**src/rtl/branch_predictor_gshare.sv**
```systemverilog
// Gshare direction predictor with a tagged BTB, speculative global history and
// two retire ports. One registered lookup per cycle; updates land at the edge.
module branch_predictor_gshare #(
    parameter int PC_W   = 9,
    parameter int IDX_W  = 6,
    parameter int TAG_W  = 3,
    parameter int HIST_W = 4,
    parameter int CNT_W  = 16
) (
    input  logic              clk,
    input  logic              reset,
    input  logic              fetch_valid,
    input  logic [PC_W-1:0]   fetch_pc,
    input  logic              spec_update,
    input  logic              spec_dir,
    output logic              pred_valid,
    output logic              pred_taken,
    output logic [PC_W-1:0]   pred_target,
    output logic [HIST_W-1:0] pred_hist,
    input  logic              upd1_valid,
    input  logic [PC_W-1:0]   upd1_pc,
    input  logic              upd1_taken,
    input  logic [PC_W-1:0]   upd1_target,
    input  logic [HIST_W-1:0] upd1_hist,
    input  logic              upd1_mispredict,
    input  logic              upd2_valid,
    input  logic [PC_W-1:0]   upd2_pc,
    input  logic              upd2_taken,
    input  logic [PC_W-1:0]   upd2_target,
    input  logic [HIST_W-1:0] upd2_hist,
    input  logic              upd2_mispredict,
    output logic [CNT_W-1:0]  mispred_count
);
    localparam int NE = 1 << IDX_W;

    logic [1:0]        pht_q     [NE];
    logic [1:0]        pht_d     [NE];
    logic              btb_v_q   [NE];
    logic              btb_v_d   [NE];
    logic [TAG_W-1:0]  btb_tag_q [NE];
    logic [TAG_W-1:0]  btb_tag_d [NE];
    logic [PC_W-1:0]   btb_tgt_q [NE];
    logic [PC_W-1:0]   btb_tgt_d [NE];

    logic [HIST_W-1:0] ghr_q, ghr_d;
    logic [CNT_W-1:0]  cnt_q, cnt_d;
    logic              pred_valid_q, pred_valid_d;
    logic              pred_taken_q, pred_taken_d;
    logic [PC_W-1:0]   pred_target_q, pred_target_d;
    logic [HIST_W-1:0] pred_hist_q, pred_hist_d;

    logic [IDX_W-1:0]  u1_pidx, u2_pidx, u1_bidx, u2_bidx;
    logic [IDX_W-1:0]  f_pidx, f_bidx;
    logic [TAG_W-1:0]  f_tag;
    logic              u2_en, recover, f_hit, f_taken;

    function automatic logic [1:0] sat2(input logic [1:0] c, input logic up);
        if (up)
            return (c == 2'b11) ? c : c + 2'b01;
        else
            return (c == 2'b00) ? c : c - 2'b01;
    endfunction

    assign u1_bidx = upd1_pc[IDX_W-1:0];
    assign u2_bidx = upd2_pc[IDX_W-1:0];
    assign u1_pidx = u1_bidx ^ IDX_W'(upd1_hist);
    assign u2_pidx = u2_bidx ^ IDX_W'(upd2_hist);
    // A mispredicting older branch makes the younger slot wrong-path.
    assign u2_en   = upd2_valid && !(upd1_valid && upd1_mispredict);

    assign f_bidx  = fetch_pc[IDX_W-1:0];
    assign f_pidx  = f_bidx ^ IDX_W'(ghr_q);
    assign f_tag   = fetch_pc[IDX_W+TAG_W-1:IDX_W];
    assign f_hit   = btb_v_q[f_bidx] && (btb_tag_q[f_bidx] == f_tag);
    assign f_taken = f_hit && pht_q[f_pidx][1];

    // Table updates: port 1 first, port 2 layered on its result.
    always_comb begin
        pht_d     = pht_q;
        btb_v_d   = btb_v_q;
        btb_tag_d = btb_tag_q;
        btb_tgt_d = btb_tgt_q;
        if (upd1_valid) begin
            pht_d[u1_pidx] = sat2(pht_d[u1_pidx], upd1_taken);
            if (upd1_taken) begin
                btb_v_d[u1_bidx]   = 1'b1;
                btb_tag_d[u1_bidx] = upd1_pc[IDX_W+TAG_W-1:IDX_W];
                btb_tgt_d[u1_bidx] = upd1_target;
            end
        end
        if (u2_en) begin
            pht_d[u2_pidx] = sat2(pht_d[u2_pidx], upd2_taken);
            if (upd2_taken) begin
                btb_v_d[u2_bidx]   = 1'b1;
                btb_tag_d[u2_bidx] = upd2_pc[IDX_W+TAG_W-1:IDX_W];
                btb_tgt_d[u2_bidx] = upd2_target;
            end
        end
    end

    always_comb begin
        ghr_d   = ghr_q;
        recover = 1'b0;
        if (upd1_valid && upd1_mispredict) begin
            ghr_d   = {upd1_hist[HIST_W-2:0], upd1_taken};
            recover = 1'b1;
        end else if (u2_en && upd2_mispredict) begin
            ghr_d   = {upd2_hist[HIST_W-2:0], upd2_taken};
            recover = 1'b1;
        end else if (spec_update) begin
            ghr_d   = {ghr_q[HIST_W-2:0], spec_dir};
        end
        cnt_d = (recover && (cnt_q != {CNT_W{1'b1}})) ? cnt_q + CNT_W'(1) : cnt_q;
    end

    always_comb begin
        pred_valid_d  = fetch_valid;
        pred_taken_d  = pred_taken_q;
        pred_target_d = pred_target_q;
        pred_hist_d   = pred_hist_q;
        if (fetch_valid) begin
            pred_taken_d  = f_taken;
            pred_target_d = f_taken ? btb_tgt_q[f_bidx] : fetch_pc + PC_W'(1);
            pred_hist_d   = ghr_q;
        end
    end

    always_ff @(posedge clk or posedge reset) begin
        if (reset) begin
            for (int i = 0; i < NE; i++) begin
                pht_q[i]     <= 2'b01;
                btb_v_q[i]   <= 1'b0;
                btb_tag_q[i] <= '0;
                btb_tgt_q[i] <= '0;
            end
            ghr_q         <= '0;
            cnt_q         <= '0;
            pred_valid_q  <= 1'b0;
            pred_taken_q  <= 1'b0;
            pred_target_q <= '0;
            pred_hist_q   <= '0;
        end else begin
            pht_q         <= pht_d;
            btb_v_q       <= btb_v_d;
            btb_tag_q     <= btb_tag_d;
            btb_tgt_q     <= btb_tgt_d;
            ghr_q         <= ghr_d;
            cnt_q         <= cnt_d;
            pred_valid_q  <= pred_valid_d;
            pred_taken_q  <= pred_taken_d;
            pred_target_q <= pred_target_d;
            pred_hist_q   <= pred_hist_d;
        end
    end

    assign pred_valid    = pred_valid_q;
    assign pred_taken    = pred_taken_q;
    assign pred_target   = pred_target_q;
    assign pred_hist     = pred_hist_q;
    assign mispred_count = cnt_q;
endmodule
```
**config.mk**
```make
export PLATFORM = sky130hd
export DESIGN_NAME = branch_predictor_gshare
export DESIGN_NICKNAME = d
export VERILOG_FILES = /design/src/rtl/branch_predictor_gshare.sv
export SDC_FILE = /design/constraint.sdc
export NUM_CORES = 2
export LEC_CHECK = 0
export BUFFER_PORTS_ARGS = -buffer_cell sky130_fd_sc_hd__buf_2
export CORE_MARGIN = 3
export CORE_UTILIZATION = 30
export CTS_BUF_LIST = sky130_fd_sc_hd__clkbuf_4
export DETAILED_ROUTE_END_ITERATION = 7
export GPL_TIMING_DRIVEN = 0
export SLEW_MARGIN = 10
export SYNTH_ARGS = -nofsm -noshare
export SYNTH_HDL_FRONTEND = slang
export SYNTH_SLANG_ARGS = --single-unit
```
**constraint.sdc**
```tcl
create_clock -name clk -period 32.7 [get_ports clk]
set_input_delay 6.54 -clock clk [delete_from_list [all_inputs] [get_ports clk]]
set_output_delay 6.54 -clock clk [all_outputs]
set_load 0.01 [all_outputs]
```
[Word-level counts from Yosys, hierarchy flattened]
Index checks and enable logic that the tools add are counted.
Word-level totals
  output and inout port bits: 31
  register bits after elaboration: 995
  bits of input ports: 64
Cells by class
  $add $sub $neg: 6
  equality and inequality tests: 4
  reductions and logical operators: 14
  magnitude comparators: 10
  mux-type cells: 68
  bitwise operators: 11
Operator list (number)
  576-bit 2-to-1 mux: 4
  576-bit bitwise mux: 2
  192-bit 2-to-1 mux: 4
  192-bit bitwise mux: 2
  128-bit bitwise mux: 2
  128-bit 2-to-1 mux: 2
  64-bit 2-to-1 mux: 4
  64-bit bitwise OR: 2
  9-bit demux with 6-bit select: 2
  9-bit binary-select mux with 6-bit select: 1
  9-bit 2-to-1 mux: 5
  7-bit >= comparator (second input constant): 6
  6-bit inverter with 7-bit output: 6
  2-bit binary-select mux with 6-bit select: 3
  3-bit demux with 6-bit select: 2
  2-bit 2-to-1 mux: 16
  7-bit by 1-bit less-than comparator with 1-bit output (second input constant): 4
  2-bit demux with 6-bit select: 2
  3-bit binary-select mux with 6-bit select: 1
  6-bit by 4-bit bitwise XOR with 6-bit output: 3
  16-bit by 1-bit adder with 16-bit output (second input constant): 1
  16-bit != test (second input constant): 1
  1-bit demux with 6-bit select: 2
  3-bit 2-to-1 mux: 4
  other kinds (12): 32

[Logic depth before layout (Yosys ltp)]
  depth in word-level cells: 20
  gate-level depth with buffers: 20
  gate-level depth less buffers: 13

[Worst setup path before layout]
Ideal clock, no wire load.
  kind: input -> register
  from: in fetch_pc[0]
  to: reg pred_target_q[2], in the netlist pred_target[2]
  cell stages on the path: 12
  slack: 22050 ps
  buffers on the path: 6
  arrival time: 10525 ps
  required time: 32575 ps
  cells stage by stage: clkbuf_1 -> buf_2 -> buf_2 -> clkbuf_1 -> buf_1 -> buf_2 -> mux4_2 -> mux4_2 -> mux4_2 -> nor2_1 -> a21oi_1 -> mux2_2
Between the ends
  cells in the longest elaborated chain, start to end: 8
RTL lines
  from (decl): RTL line 13  | input logic [PC_W-1:0] fetch_pc,
  6-bit inverter with 7-bit output (implied by the code): RTL line 74, 123
  3-bit binary-select mux with 6-bit select: RTL line 74  | assign f_hit = btb_v_q[f_bidx] && (btb_tag_q[f_bidx] == f_tag);
  3-bit 2-to-1 mux (implied by the code) (2 in a row): RTL line 74
  3-bit equality test: RTL line 74
  1-bit logical AND: RTL line 74
  1-bit logical AND: RTL line 75  | assign f_taken = f_hit && pht_q[f_pidx][1];
  9-bit 2-to-1 mux *: RTL line 123  | pred_target_d = f_taken ? btb_tgt_q[f_bidx] : fetch_pc + PC_W'(1);
  to (signal assigned): RTL line 151  | pred_target_q <= pred_target_d;
  to (decl): RTL line 49  | logic [PC_W-1:0] pred_target_q, pred_target_d;
Every way passes the cells marked *; elsewhere a longest branch is shown, timed or not. The select of a mux whose other input is x is not followed.
A chain may end at the register's enable or synchronous reset.

==> out/metrics.csv <==
metric,value,unit
outcome,finished with violations,
violations,"capacitance limit, slew limit",
rsz0062_at_grt,false,
worstMarginPinSlew,1.54,ns
drive_above_1_share,17.0,%
finalSetupTns,0,ns
clkPwrFrac,29.9,%
critPathBufInv,7,
internal-power,2.64,mW
synth_fa_ha_area_share,0.0418,%
finalWirelength,315,mm
clock_latency,1.36,ns
synth.distinct_cells,90,
synth-async-reset-ratio,100,%
synth_edf_count,0,
clock-sinks,995,
slew_headroom,-2.81,%
gr-usage-met1,35.8,%
end_kind,flop,
die_y,453,µm
pin_count,95,
rr_worst_depth,14,
grt_pass1_vias,57300,
synth_top_cell_area_share,38.9,%
start_kind,input port,
comb_power_share,29.4,%
gp_congestion,1.06,
yosysMostFrequentCell,nor2_1,
die_w,453,µm
fmax,76.7,MHz
fin_crit,13.03,ns
cts_tree,built,
ys_ff_latch,995,
cp.required,33.83,ns
fin_skew,0.181,ns
wl_per_cell,33.0,µm
grtUsageMet2,42.9,%
maxSlewViolCount,11,
reg2reg_from,pht_q[75],
final_nets,6732,
cp_common_cell,buf_4,
critical-path-max-stage-delay,1.11,ns
peakVddDrop,0.0370,mV
start_util,30.3,%
yosys.area.top_type,dfrtp_1,
critical_path.slowest_cell,xor2_1,
ant_nets,0,
ys_top_cells_by_area,"dfrtp_1 (39%), mux2i_1 (13%), mux4_2 (11%), nor2_1 (6.7%), a21oi_1 (5.8%)",
p_seq_share,40.7,%
synth-compound-area-share,14.4,%
period_share,39.9,%
setup_ws,19.67,ns
ys.flop_type,dfrtp_1,
synth.avg_cell_area,9.59,µm²
grt_overflow_total,0,
crit_end,pht_q[47],
path_delay_family,buffers and inverters,
drtIter0Drc,8756,
drc_errors,0,
clk_pin_slew,0.06,ns
synth_mux_area_share,24.9,%
cts.repair.resized,0,
final_cell_count_no_fill,9536,
grt_usage,29.9,%
numCtsBuffers,308,
synth_top_family_by_area,multiplexers,
viasPerCell,6.17,
grt_start_max_net_pins,38,
cts_max_path_buffers,4,
dp_slack,18.84,ns
dpl.hpwl,221,mm
busiest_layer,met2,
h-tree-depth,5,
cts_hold_buffers,0,
rrSetupSlack,26.53,ns
yosysWarnings,0,
synth_fp_nets,6311,
synth_cells,6245,
synthXorXnorAreaFrac,0.658,%
power.leakage,27.3,nW
core_area,198000,µm²
antenna_found_initial,27,
post-cts-setup-buffer-count,0,
crit_chain,buf_4 -> xor2_1 -> buf_2 -> buf_4 -> nand3_1 -> clkbuf_2 -> nor2_1 -> o22ai_1 -> or4_1 -> o21ai_0 -> o2111a_1 -> buf_4 -> buf_2 -> clkbuf_1 -> nand4_1 -> o221ai_1 -> a21oi_2,
cp-startpoint,upd1_pc[2],
synth_area,59900,µm²
netlist_top_cells_count,"nor2_1 (1067), dfrtp_1 (931), mux2i_1 (786), a21oi_1 (695), nand2_1 (612)",
cts_root_buffer,clkbuf_4,
grt_pass1_wl,437,mm
num_vias,58900,
final-hold-violation-count,0,
num_rows,163,
dp_cells,8995,
p_switching,1.62,mW
portBuffers,62,
swShare,38.0,%
power,4.25,mW
crit_arrival,14.16,ns
grtUsageMet3,11.1,%
path_depth,17,
yosys.area_share.simple,13.9,%
dieArea,205000,µm²
drtPass1Iterations,6,
cap_violations,3,
ys_seq_area_share,41.7,%
cp_max_fo,10,
power_density,62.2,nW/µm²
r2r-end,pht_q[47],
setup_viol,0,
hp-class,flop to flop,
worstSetupPathType,input port to flop,
areaGrowthSynthToFinish,14.2,%
-- layer usage --
| layer | up-vias | wire length (µm) |
|---|---|---|
| met5 | - | 118 |
| met4 | 18 | 29600 |
| met1 | 29200 | 113000 |
| met3 | 1347 | 40100 |
| li1 | 23700 | - |
| met2 | 4603 | 132000 |
-- metrics by stage --
step                      util [%]  hold WS [ns]  instance area (µm²)
final                         34.6         0.465                68400
after detailed placement      32.6         0.452                64600
after CTS                     34.5         0.470                68300
after global placement        32.1         0.450                63500
after floorplan                  -         0.433                59900
after global routing          34.5         0.484                68300
-- flip-flops by register name (all words and copies together) (netlist names) --
name           cells
pred_hist          4
pred_valid         1
pht_q            128
btb_tag_q        192
btb_tgt_q        576
ghr_q              4
pred_taken         1
pred_target        9
mispred_count     16
btb_v_q           64
-- cell usage in the layout, fill, tap and decap left out, types with 21 or more instances in the layout --
cell type	n
o311ai_0	54
buf_12	34
dfstp_2	64
buf_1	73
nand2_1	612
nor3_1	24
and3_1	26
a311oi_1	78
o22ai_1	23
o21ai_1	62
a31oi_1	93
diode_2	25
clkbuf_4	468
clkinv_1	39
buf_2	115
clkbuf_2	29
xnor2_1	21
mux2i_1	786
nand3_1	114
a211oi_1	63
clkbuf_1	452
mux4_2	301
nand4_1	70
dfrtp_1	931
a21oi_1	695
nor2_1	1057
buf_6	26
o21ai_0	239
-- area by class of cell --
class	instances	area [µm²]
diodes	25	62.6
plain buffers	637	2700
clock buffers	468	3510
clock inverters	47	205
fillers	20500	129000
inverters	2	11.3
multi-input cells	4611	32400
flip-flops and latches	995	25000
well taps	2640	3300
repair buffers	111	1220
-- power by group through the flow --
stage,logic [mW],clock network (mW),registers (mW)
after CTS,1.19,1.28,1.71
final,1.25,1.27,1.73
after global placement,1.16,0,1.73
after floorplan,0.752,0,1.65
after detailed placement,1.19,0,1.73
after global routing,1.29,1.34,1.74
-- logic make-up (layout without fill, tap and decap cells) --
family	Yosys count	after routing
simple gates	2011	2011
compound gates	1446	1446
fa+ha+maj	2	2
mux	1107	1107
buf+inv	639	1265
xor+xnor	45	45
other cells	0	25
flops	995	995
-- tightest hold or removal path, stage by stage, from the launching register on --
cell     delay (ns)
dfrtp_1        0.34
nor2_1         0.05
nand2_1        0.05
-- worst min path at each step --
stage | to | startpoint | slack (ns) | depth (start not counted)
global placement | btb_v_q[63] | btb_v_q[63] | 0.45 | 1
detailed placement | btb_v_q[23] | btb_v_q[23] | 0.45 | 1
CTS | btb_v_q[62] | btb_v_q[62] | 0.47 | 2
floorplan | btb_v_q[37] | btb_v_q[37] | 0.43 | 1
global route | btb_v_q[62] | btb_v_q[62] | 0.48 | 2
finish | btb_v_q[10] | btb_v_q[10] | 0.47 | 2
Note: power is estimated with default switching activity, not from simulation.
